**config.mk**
```make
export PLATFORM = sky130hd
export DESIGN_NAME = mem_port_arbiter_flat
export DESIGN_NICKNAME = d
export VERILOG_FILES = /design/src/rtl/mem_port_arbiter_pkg.sv /design/src/rtl/mem_port_arbiter_if.sv /design/src/rtl/mem_port_arbiter_rr_arbiter2.sv /design/src/rtl/mem_port_arbiter.sv /design/src/flat_wrapper.sv
export SDC_FILE = /design/constraint.sdc
export NUM_CORES = 1
export LEC_CHECK = 0
export BUFFER_PORTS_ARGS = -buffer_cell sky130_fd_sc_hd__buf_2
export CAP_MARGIN = 20
export CORE_UTILIZATION = 40
export CTS_CLUSTER_SIZE = 28
export DETAILED_ROUTE_END_ITERATION = 10
export GPL_ROUTABILITY_DRIVEN = 0
export GPL_TIMING_DRIVEN = 0
export PLACE_DENSITY = 0.74
export SETUP_SLACK_MARGIN = 0.3
export SYNTH_ARGS = -nofsm -noshare
export SYNTH_HDL_FRONTEND = slang
export SYNTH_HIERARCHICAL = 1
export SYNTH_SLANG_ARGS = --single-unit
```
**constraint.sdc**
```tcl
create_clock -name clk -period 2.39 [get_ports clk]
set_clock_uncertainty 0.05 [all_clocks]
set_input_delay 0.5975 -clock clk [delete_from_list [all_inputs] [get_ports clk]]
set_output_delay 0.5975 -clock clk [all_outputs]
set_load 0.03 [all_outputs]
```
**src/rtl/mem_port_arbiter_pkg.sv**
```systemverilog
// Shared encodings for the memory-port arbiter: FSM states, requester IDs
// and the saturating counter helper.
package arb_defs;

    typedef enum logic [1:0] {
        IDLE  = 2'd0,
        ISSUE = 2'd1,
        WAIT  = 2'd2,
        RESP  = 2'd3
    } state_t;

    localparam logic REQ_IF = 1'b0;
    localparam logic REQ_DM = 1'b1;

    function automatic logic [15:0] sat_inc16(input logic [15:0] v);
        return (v == 16'hFFFF) ? v : v + 16'd1;
    endfunction

endpackage

```
**src/rtl/mem_port_arbiter_if.sv**
```systemverilog
// Bundle of the IF/DM request-response ports and the unified memory port.
// slave = arbiter side, master = requesters plus memory side.
interface mem_port_arbiter_if #(
    parameter int AW = 16,
    parameter int DW = 16
);
    logic          if_req_valid;
    logic          if_req_ready;
    logic [AW-1:0] if_addr;
    logic          if_rsp_valid;
    logic [DW-1:0] if_rdata;

    logic          dm_req_valid;
    logic          dm_req_ready;
    logic          dm_we;
    logic [AW-1:0] dm_addr;
    logic [DW-1:0] dm_wdata;
    logic          dm_rsp_valid;
    logic [DW-1:0] dm_rdata;

    logic          mem_en;
    logic          mem_we;
    logic [AW-1:0] mem_addr;
    logic [DW-1:0] mem_wdata;
    logic [DW-1:0] mem_rdata;

    modport slave (
        input  if_req_valid, if_addr,
        output if_req_ready, if_rsp_valid, if_rdata,
        input  dm_req_valid, dm_we, dm_addr, dm_wdata,
        output dm_req_ready, dm_rsp_valid, dm_rdata,
        output mem_en, mem_we, mem_addr, mem_wdata,
        input  mem_rdata
    );

    modport master (
        output if_req_valid, if_addr,
        input  if_req_ready, if_rsp_valid, if_rdata,
        output dm_req_valid, dm_we, dm_addr, dm_wdata,
        input  dm_req_ready, dm_rsp_valid, dm_rdata,
        input  mem_en, mem_we, mem_addr, mem_wdata,
        output mem_rdata
    );
endinterface

```
**src/rtl/mem_port_arbiter_rr_arbiter2.sv**
```systemverilog
// Combinational two-way round-robin grant; bit 0 = IF, bit 1 = DM.
// The last_grant pointer is held by the parent.
module rr_arbiter2
    import arb_defs::*;
(
    input  logic [1:0] req,
    input  logic       last_grant,
    input  logic       enable,
    output logic [1:0] gnt
);
    always_comb begin
        gnt = 2'b00;
        if (enable) begin
            if (req == 2'b11) begin
                gnt = (last_grant == REQ_IF) ? 2'b10 : 2'b01;
            end else begin
                gnt = req;
            end
        end
    end
endmodule

```
**src/rtl/mem_port_arbiter.sv**
```systemverilog
// Round-robin share of one memory port between instruction fetch and data
// access, one transaction in flight. Define ARB_PERF_CNT_EN for grant/conflict counters.
module mem_port_arbiter
    import arb_defs::*;
#(
    parameter int AW      = 16,
    parameter int DW      = 16,
    parameter int MEM_LAT = 1
) (
    input  logic                clk,
    input  logic                rst,
    mem_port_arbiter_if.slave   bus,
`ifdef ARB_PERF_CNT_EN
    output logic [15:0]         if_grant_cnt,
    output logic [15:0]         dm_grant_cnt,
    output logic [15:0]         conflict_cnt,
`endif
    output logic                busy
);
    localparam int CW = $clog2(MEM_LAT + 1);

    state_t        state, state_nxt;
    logic [CW-1:0] cnt;
    logic          last_grant;
    logic          owner;
    logic          op_we;
    logic [1:0]    gnt;
    logic          hs;
    logic          wait_done;

    // Grants only in IDLE and never while reset is held, so ready stays low in reset.
    rr_arbiter2 u_rr (
        .req        ({bus.dm_req_valid, bus.if_req_valid}),
        .last_grant (last_grant),
        .enable     ((state == IDLE) && !rst),
        .gnt        (gnt)
    );

    assign bus.if_req_ready = gnt[0];
    assign bus.dm_req_ready = gnt[1];
    assign hs        = |gnt;
    assign wait_done = (state == WAIT) && (cnt == CW'(1));
    assign busy      = (state != IDLE);

    always_ff @(posedge clk or posedge rst) begin
        if (rst) state <= IDLE;
        else     state <= state_nxt;
    end

    always_comb begin
        state_nxt = state;
        case (state)
            IDLE:    if (hs) state_nxt = ISSUE;
            ISSUE:   state_nxt = WAIT;
            WAIT:    if (wait_done) state_nxt = RESP;
            default: state_nxt = IDLE;
        endcase
    end

    always_ff @(posedge clk or posedge rst) begin
        if (rst) begin
            cnt              <= '0;
            last_grant       <= REQ_DM;
            owner            <= REQ_IF;
            op_we            <= 1'b0;
            bus.mem_en       <= 1'b0;
            bus.mem_we       <= 1'b0;
            bus.mem_addr     <= '0;
            bus.mem_wdata    <= '0;
            bus.if_rsp_valid <= 1'b0;
            bus.if_rdata     <= '0;
            bus.dm_rsp_valid <= 1'b0;
            bus.dm_rdata     <= '0;
        end else begin
            bus.mem_en       <= 1'b0;
            bus.mem_we       <= 1'b0;
            bus.mem_addr     <= '0;
            bus.mem_wdata    <= '0;
            bus.if_rsp_valid <= 1'b0;
            bus.dm_rsp_valid <= 1'b0;
            if (state == IDLE && hs) begin
                owner         <= gnt[1] ? REQ_DM : REQ_IF;
                last_grant    <= gnt[1] ? REQ_DM : REQ_IF;
                op_we         <= gnt[1] & bus.dm_we;
                bus.mem_en    <= 1'b1;
                bus.mem_we    <= gnt[1] & bus.dm_we;
                bus.mem_addr  <= gnt[1] ? bus.dm_addr : bus.if_addr;
                bus.mem_wdata <= gnt[1] ? bus.dm_wdata : '0;
            end
            if (state == ISSUE) cnt <= CW'(MEM_LAT);
            if (state == WAIT)  cnt <= cnt - CW'(1);
            // Read data is valid on the last WAIT cycle; it lands directly in the owner's rdata.
            if (wait_done) begin
                if (owner == REQ_DM) begin
                    bus.dm_rsp_valid <= 1'b1;
                    bus.dm_rdata     <= op_we ? '0 : bus.mem_rdata;
                end else begin
                    bus.if_rsp_valid <= 1'b1;
                    bus.if_rdata     <= bus.mem_rdata;
                end
            end
        end
    end

`ifdef ARB_PERF_CNT_EN
    always_ff @(posedge clk or posedge rst) begin
        if (rst) begin
            if_grant_cnt <= '0;
            dm_grant_cnt <= '0;
            conflict_cnt <= '0;
        end else begin
            if (gnt[0]) if_grant_cnt <= sat_inc16(if_grant_cnt);
            if (gnt[1]) dm_grant_cnt <= sat_inc16(dm_grant_cnt);
            if (state == IDLE && bus.if_req_valid && bus.dm_req_valid)
                conflict_cnt <= sat_inc16(conflict_cnt);
        end
    end
`endif
endmodule

```
**src/flat_wrapper.sv**
```systemverilog
// flat-port wrapper written by rule: the top's interface ports become plain ports
module mem_port_arbiter_flat import arb_defs::*;
#(
    parameter int AW      = 16,
    parameter int DW      = 16,
    parameter int MEM_LAT = 1
)
  (clk, rst, busy, bus_if_req_valid, bus_if_addr, bus_if_req_ready, bus_if_rsp_valid, bus_if_rdata, bus_dm_req_valid, bus_dm_we, bus_dm_addr, bus_dm_wdata, bus_dm_req_ready, bus_dm_rsp_valid, bus_dm_rdata, bus_mem_en, bus_mem_we, bus_mem_addr, bus_mem_wdata, bus_mem_rdata);
  mem_port_arbiter_if #(.AW(AW), .DW(DW)) bus_i ();
  input  logic clk;
  input  logic rst;
  output logic busy;
  input wire logic [$bits(bus_i.if_req_valid)-1:0] bus_if_req_valid;
  input wire logic [$bits(bus_i.if_addr)-1:0] bus_if_addr;
  output wire logic [$bits(bus_i.if_req_ready)-1:0] bus_if_req_ready;
  output wire logic [$bits(bus_i.if_rsp_valid)-1:0] bus_if_rsp_valid;
  output wire logic [$bits(bus_i.if_rdata)-1:0] bus_if_rdata;
  input wire logic [$bits(bus_i.dm_req_valid)-1:0] bus_dm_req_valid;
  input wire logic [$bits(bus_i.dm_we)-1:0] bus_dm_we;
  input wire logic [$bits(bus_i.dm_addr)-1:0] bus_dm_addr;
  input wire logic [$bits(bus_i.dm_wdata)-1:0] bus_dm_wdata;
  output wire logic [$bits(bus_i.dm_req_ready)-1:0] bus_dm_req_ready;
  output wire logic [$bits(bus_i.dm_rsp_valid)-1:0] bus_dm_rsp_valid;
  output wire logic [$bits(bus_i.dm_rdata)-1:0] bus_dm_rdata;
  output wire logic [$bits(bus_i.mem_en)-1:0] bus_mem_en;
  output wire logic [$bits(bus_i.mem_we)-1:0] bus_mem_we;
  output wire logic [$bits(bus_i.mem_addr)-1:0] bus_mem_addr;
  output wire logic [$bits(bus_i.mem_wdata)-1:0] bus_mem_wdata;
  input wire logic [$bits(bus_i.mem_rdata)-1:0] bus_mem_rdata;
  assign bus_i.if_req_valid = bus_if_req_valid;
  assign bus_i.if_addr = bus_if_addr;
  assign bus_if_req_ready = bus_i.if_req_ready;
  assign bus_if_rsp_valid = bus_i.if_rsp_valid;
  assign bus_if_rdata = bus_i.if_rdata;
  assign bus_i.dm_req_valid = bus_dm_req_valid;
  assign bus_i.dm_we = bus_dm_we;
  assign bus_i.dm_addr = bus_dm_addr;
  assign bus_i.dm_wdata = bus_dm_wdata;
  assign bus_dm_req_ready = bus_i.dm_req_ready;
  assign bus_dm_rsp_valid = bus_i.dm_rsp_valid;
  assign bus_dm_rdata = bus_i.dm_rdata;
  assign bus_mem_en = bus_i.mem_en;
  assign bus_mem_we = bus_i.mem_we;
  assign bus_mem_addr = bus_i.mem_addr;
  assign bus_mem_wdata = bus_i.mem_wdata;
  assign bus_i.mem_rdata = bus_mem_rdata;
  mem_port_arbiter #(.AW(AW), .DW(DW), .MEM_LAT(MEM_LAT)) u_core (.clk(clk), .rst(rst), .bus(bus_i), .busy(busy));
endmodule
```
==> results.ini <==
[route]
met2_length_microns = 3177
met1_length_microns = 2819
routed.top_layer = met4
via_per_inst = 4.607
drt-initial-drc-count = 56
final_antenna_net_count = 0
met3_length_microns = 436
routed_wl_microns = 6521
wl_per_cell_microns = 13.15
drt_pass1_iterations = 4
via_count = 2285
drc = 0

[grt]
grt_pass1_wl_microns = 10210
grt_max_degree = 42
grt_use_total_pct = 17.64
grt_overflow = 0
antenna_found_initial = 1
first_global_vias = 2155

[pwr]
switchingPower_mw = 2.002
leakagePower_nw = 2.322
p_comb_share_pct = 44.6
ir_drop_uv = 416.0
switching_share_pct = 38.92
p_int_mw = 3.142
p_per_area_nw_per_um2 = 1241
clockPowerShare_pct = 20.3
sequentialPowerShare_pct = 35.1

[run]
cap_violations = 0

[sta]
drv_slew = 0
maxSlewHeadroom_pct = 39.85
tns_ps = 0
tightest_slew_ps = 900.3
grt_setup_unrepaired = true
finalHoldViolCount = 0
fin_crit_ps = 2164
min_period_over_period_pct = 90.53
fmaxAchievable_mhz = 462.2
setup_viol = 0

[placed_design]
dp_cells = 466
hpwl_microns = 4718
port_buffers = 139

[clock_network]
clkTransAtPathRegs_ps = 80
cts_tree = done
cts.sinks = 74
ctsHoldBuffers = 0
cts_buffers = 9
max-clock-path-buffers = 2
root_buffer = clkbuf_8
clk_latency_ps = 330
cts_max_level = 3

[synth]
syn_area_sq_um = 2914
ys_seq_area_share_pct = 63.59
synth_area_per_cell_sq_um = 12.67
synthCells = 230
synthDistinctLibCells = 26
ys_warn_count = 6
ys_seq_elements = 74
syn_nets = 303

[setup_path]
worst_r2r_endpoint = u_core/state[1]
crit_arrival_ps = 1520
rr_startpoint = u_core/state[0]
reg2reg_depth = 11
worstSetupStartpointType = register
critPathKind = reg -> out
cp.required_ps = 1740
end_kind = output port
crit_start = u_core/state[0]
worstPathMaxFanout = 3
cp-endpoint = bus_if_req_ready
r2r_slack_ps = 350

[floorplanning]
fp.dieArea_sq_um = 7630
die_width_microns = 87.35
die_h_microns = 87.35
ios = 140
fp.coreArea_sq_um = 6907
fp-row-count = 30
initial_utilization_pct = 42.19

[outcome]
status = finished, final reports clean

[layout]
final_cells = 496
synthToLayoutAreaGrowth_pct = 42.29
layout.nets = 468
drive_above_1_share_pct = 51.88

[min_path]
min_path_type = in -> async

-- layout by cell type (no fill, tap or decap), types with 2 or more instances in the layout --
cell,netlist,final
nand2_1,18,16
ha_1,4,3
nand2_2,0,2
buf_2,6,142
bufinv_16,0,2
clkinvlp_4,0,4
a21oi_2,1,2
buf_6,1,3
a22o_1,2,2
inv_2,0,2
nor2_1,17,17
dfrtp_1,73,73
nand2b_1,16,16
inv_1,8,5
nand3_1,2,2
and3_1,17,17
buf_4,1,16
mux2_2,8,7
o21ai_0,17,17
mux2_4,9,10
mux2i_1,16,16
clkbuf_1,5,4
clkbuf_8,0,9
-- power groups by stage --
stage               clock network (mW)  registers [mW]  logic (mW)
global route                      1.12            1.85        2.47
detailed placement                   0            1.83        2.11
global placement                     0            1.82        2.06
finish                            1.04            1.81        2.29
floorplan                            0            2.45       0.884
CTS                               1.08            1.81        2.22
-- routing by layer --
metal  vias up  GRT usage, %
met3         8         4.645
met5         -             0
met4         0         6.706
met2        92         28.91
li1       1097             -
met1      1088         22.38
-- state kept, by name, summed over array words and instances (netlist names) --
register,cells
u_core/bus.mem_en,1
u_core/cnt,1
u_core/bus.dm_rdata,16
u_core/bus.mem_wdata,16
u_core/state,2
u_core/bus.dm_rsp_valid,1
u_core/last_grant,1
u_core/owner,1
u_core/bus.if_rdata,16
u_core/op_we,1
u_core/bus.if_rsp_valid,1
u_core/bus.mem_we,1
u_core/bus.mem_addr,16
-- what timing repair did --
item,in CTS,in global routing
setup buffers,6,8
gates resized for setup,13,4
pin swaps,3,1
endpoints found under the setup margin,4,4
-- synthesized netlist by cell type, drive strengths merged --
library cell	number	area, sq um
nand3	2	10.01
dfrtp	73	1827
o21a	1	7.510
nand2	18	67.56
buf	8	48.80
a22o	2	17.52
and3	17	106.4
nor2b	1	6.260
nor2	17	63.81
a21oi	3	18.77
dfstp	1	26.28
o21ai	17	85.08
nand3b	1	20.02
a21o	1	7.510
clkbuf	5	18.77
mux2i	16	160.2
and2b	1	7.510
mux2	17	225.2
inv	8	30.03
ha	4	50.05
nand2b	16	100.1
o32a	1	10.01
-- cell type report --
class                   instances  area (sq um)
well taps                      96         120.1
plain buffers                  13         81.33
repair buffers                154         833.3
flip-flops and latches         74          1853
inverters                       8         33.78
fillers                       622          2760
clock buffers                   9         123.9
diodes                          1         2.502
clock inverters                 6         91.34
multi-input cells             135          1007
-- worst min-delay path by stage --
stage | from | slack (ps) | to
6_report | rst | 420 | u_core/bus.if_rdata[12]
5_1_grt | bus_dm_wdata[1] | 430 | u_core/bus.mem_wdata[1]
4_1_cts | bus_dm_wdata[0] | 430 | u_core/bus.mem_wdata[0]
3_5_place_dp | u_core/bus.dm_rdata[0] | 420 | u_core/bus.dm_rdata[0]
3_3_place_gp | u_core/bus.dm_rdata[9] | 410 | u_core/bus.dm_rdata[9]
2_1_floorplan | u_core/state[0] | 420 | u_core/state[0]
-- kinds of logic after synthesis --
group	after synthesis	share of synthesized area (%)
buf+inv	21	3.349
compound gates	25	5.024
fa+ha+maj	4	1.718
flops	74	63.59
mux	33	13.22
simple gates	73	13.10
-- through the flow --
stage | total power [mW] | utilization (%) | hold WS, ps | instance area [sq um] | setup slack, ps
final | 5.144 | 60.04 | 424.3 | 4146 | 226.2
after global routing | 5.442 | 60.00 | 432.1 | 4144 | 144.9
after CTS | 5.104 | 58.99 | 427.4 | 4074 | 256.1
after detailed placement | 3.941 | 54.66 | 415.6 | 3775 | 305.6
after global placement | 3.879 | 54.37 | 410.3 | 3755 | 389.4
after floorplan | 3.339 | - | 420.2 | 2939 | 321.9
-- critical path, cell delays in order, from the launching register on --
cell and delay (ps):
dfrtp_1 390, inv_2 100, ha_4 140, nor2b_4 180
nand2_2 70, a21oi_2 140, buf_6 150
Power figures use the tool's default switching activity.
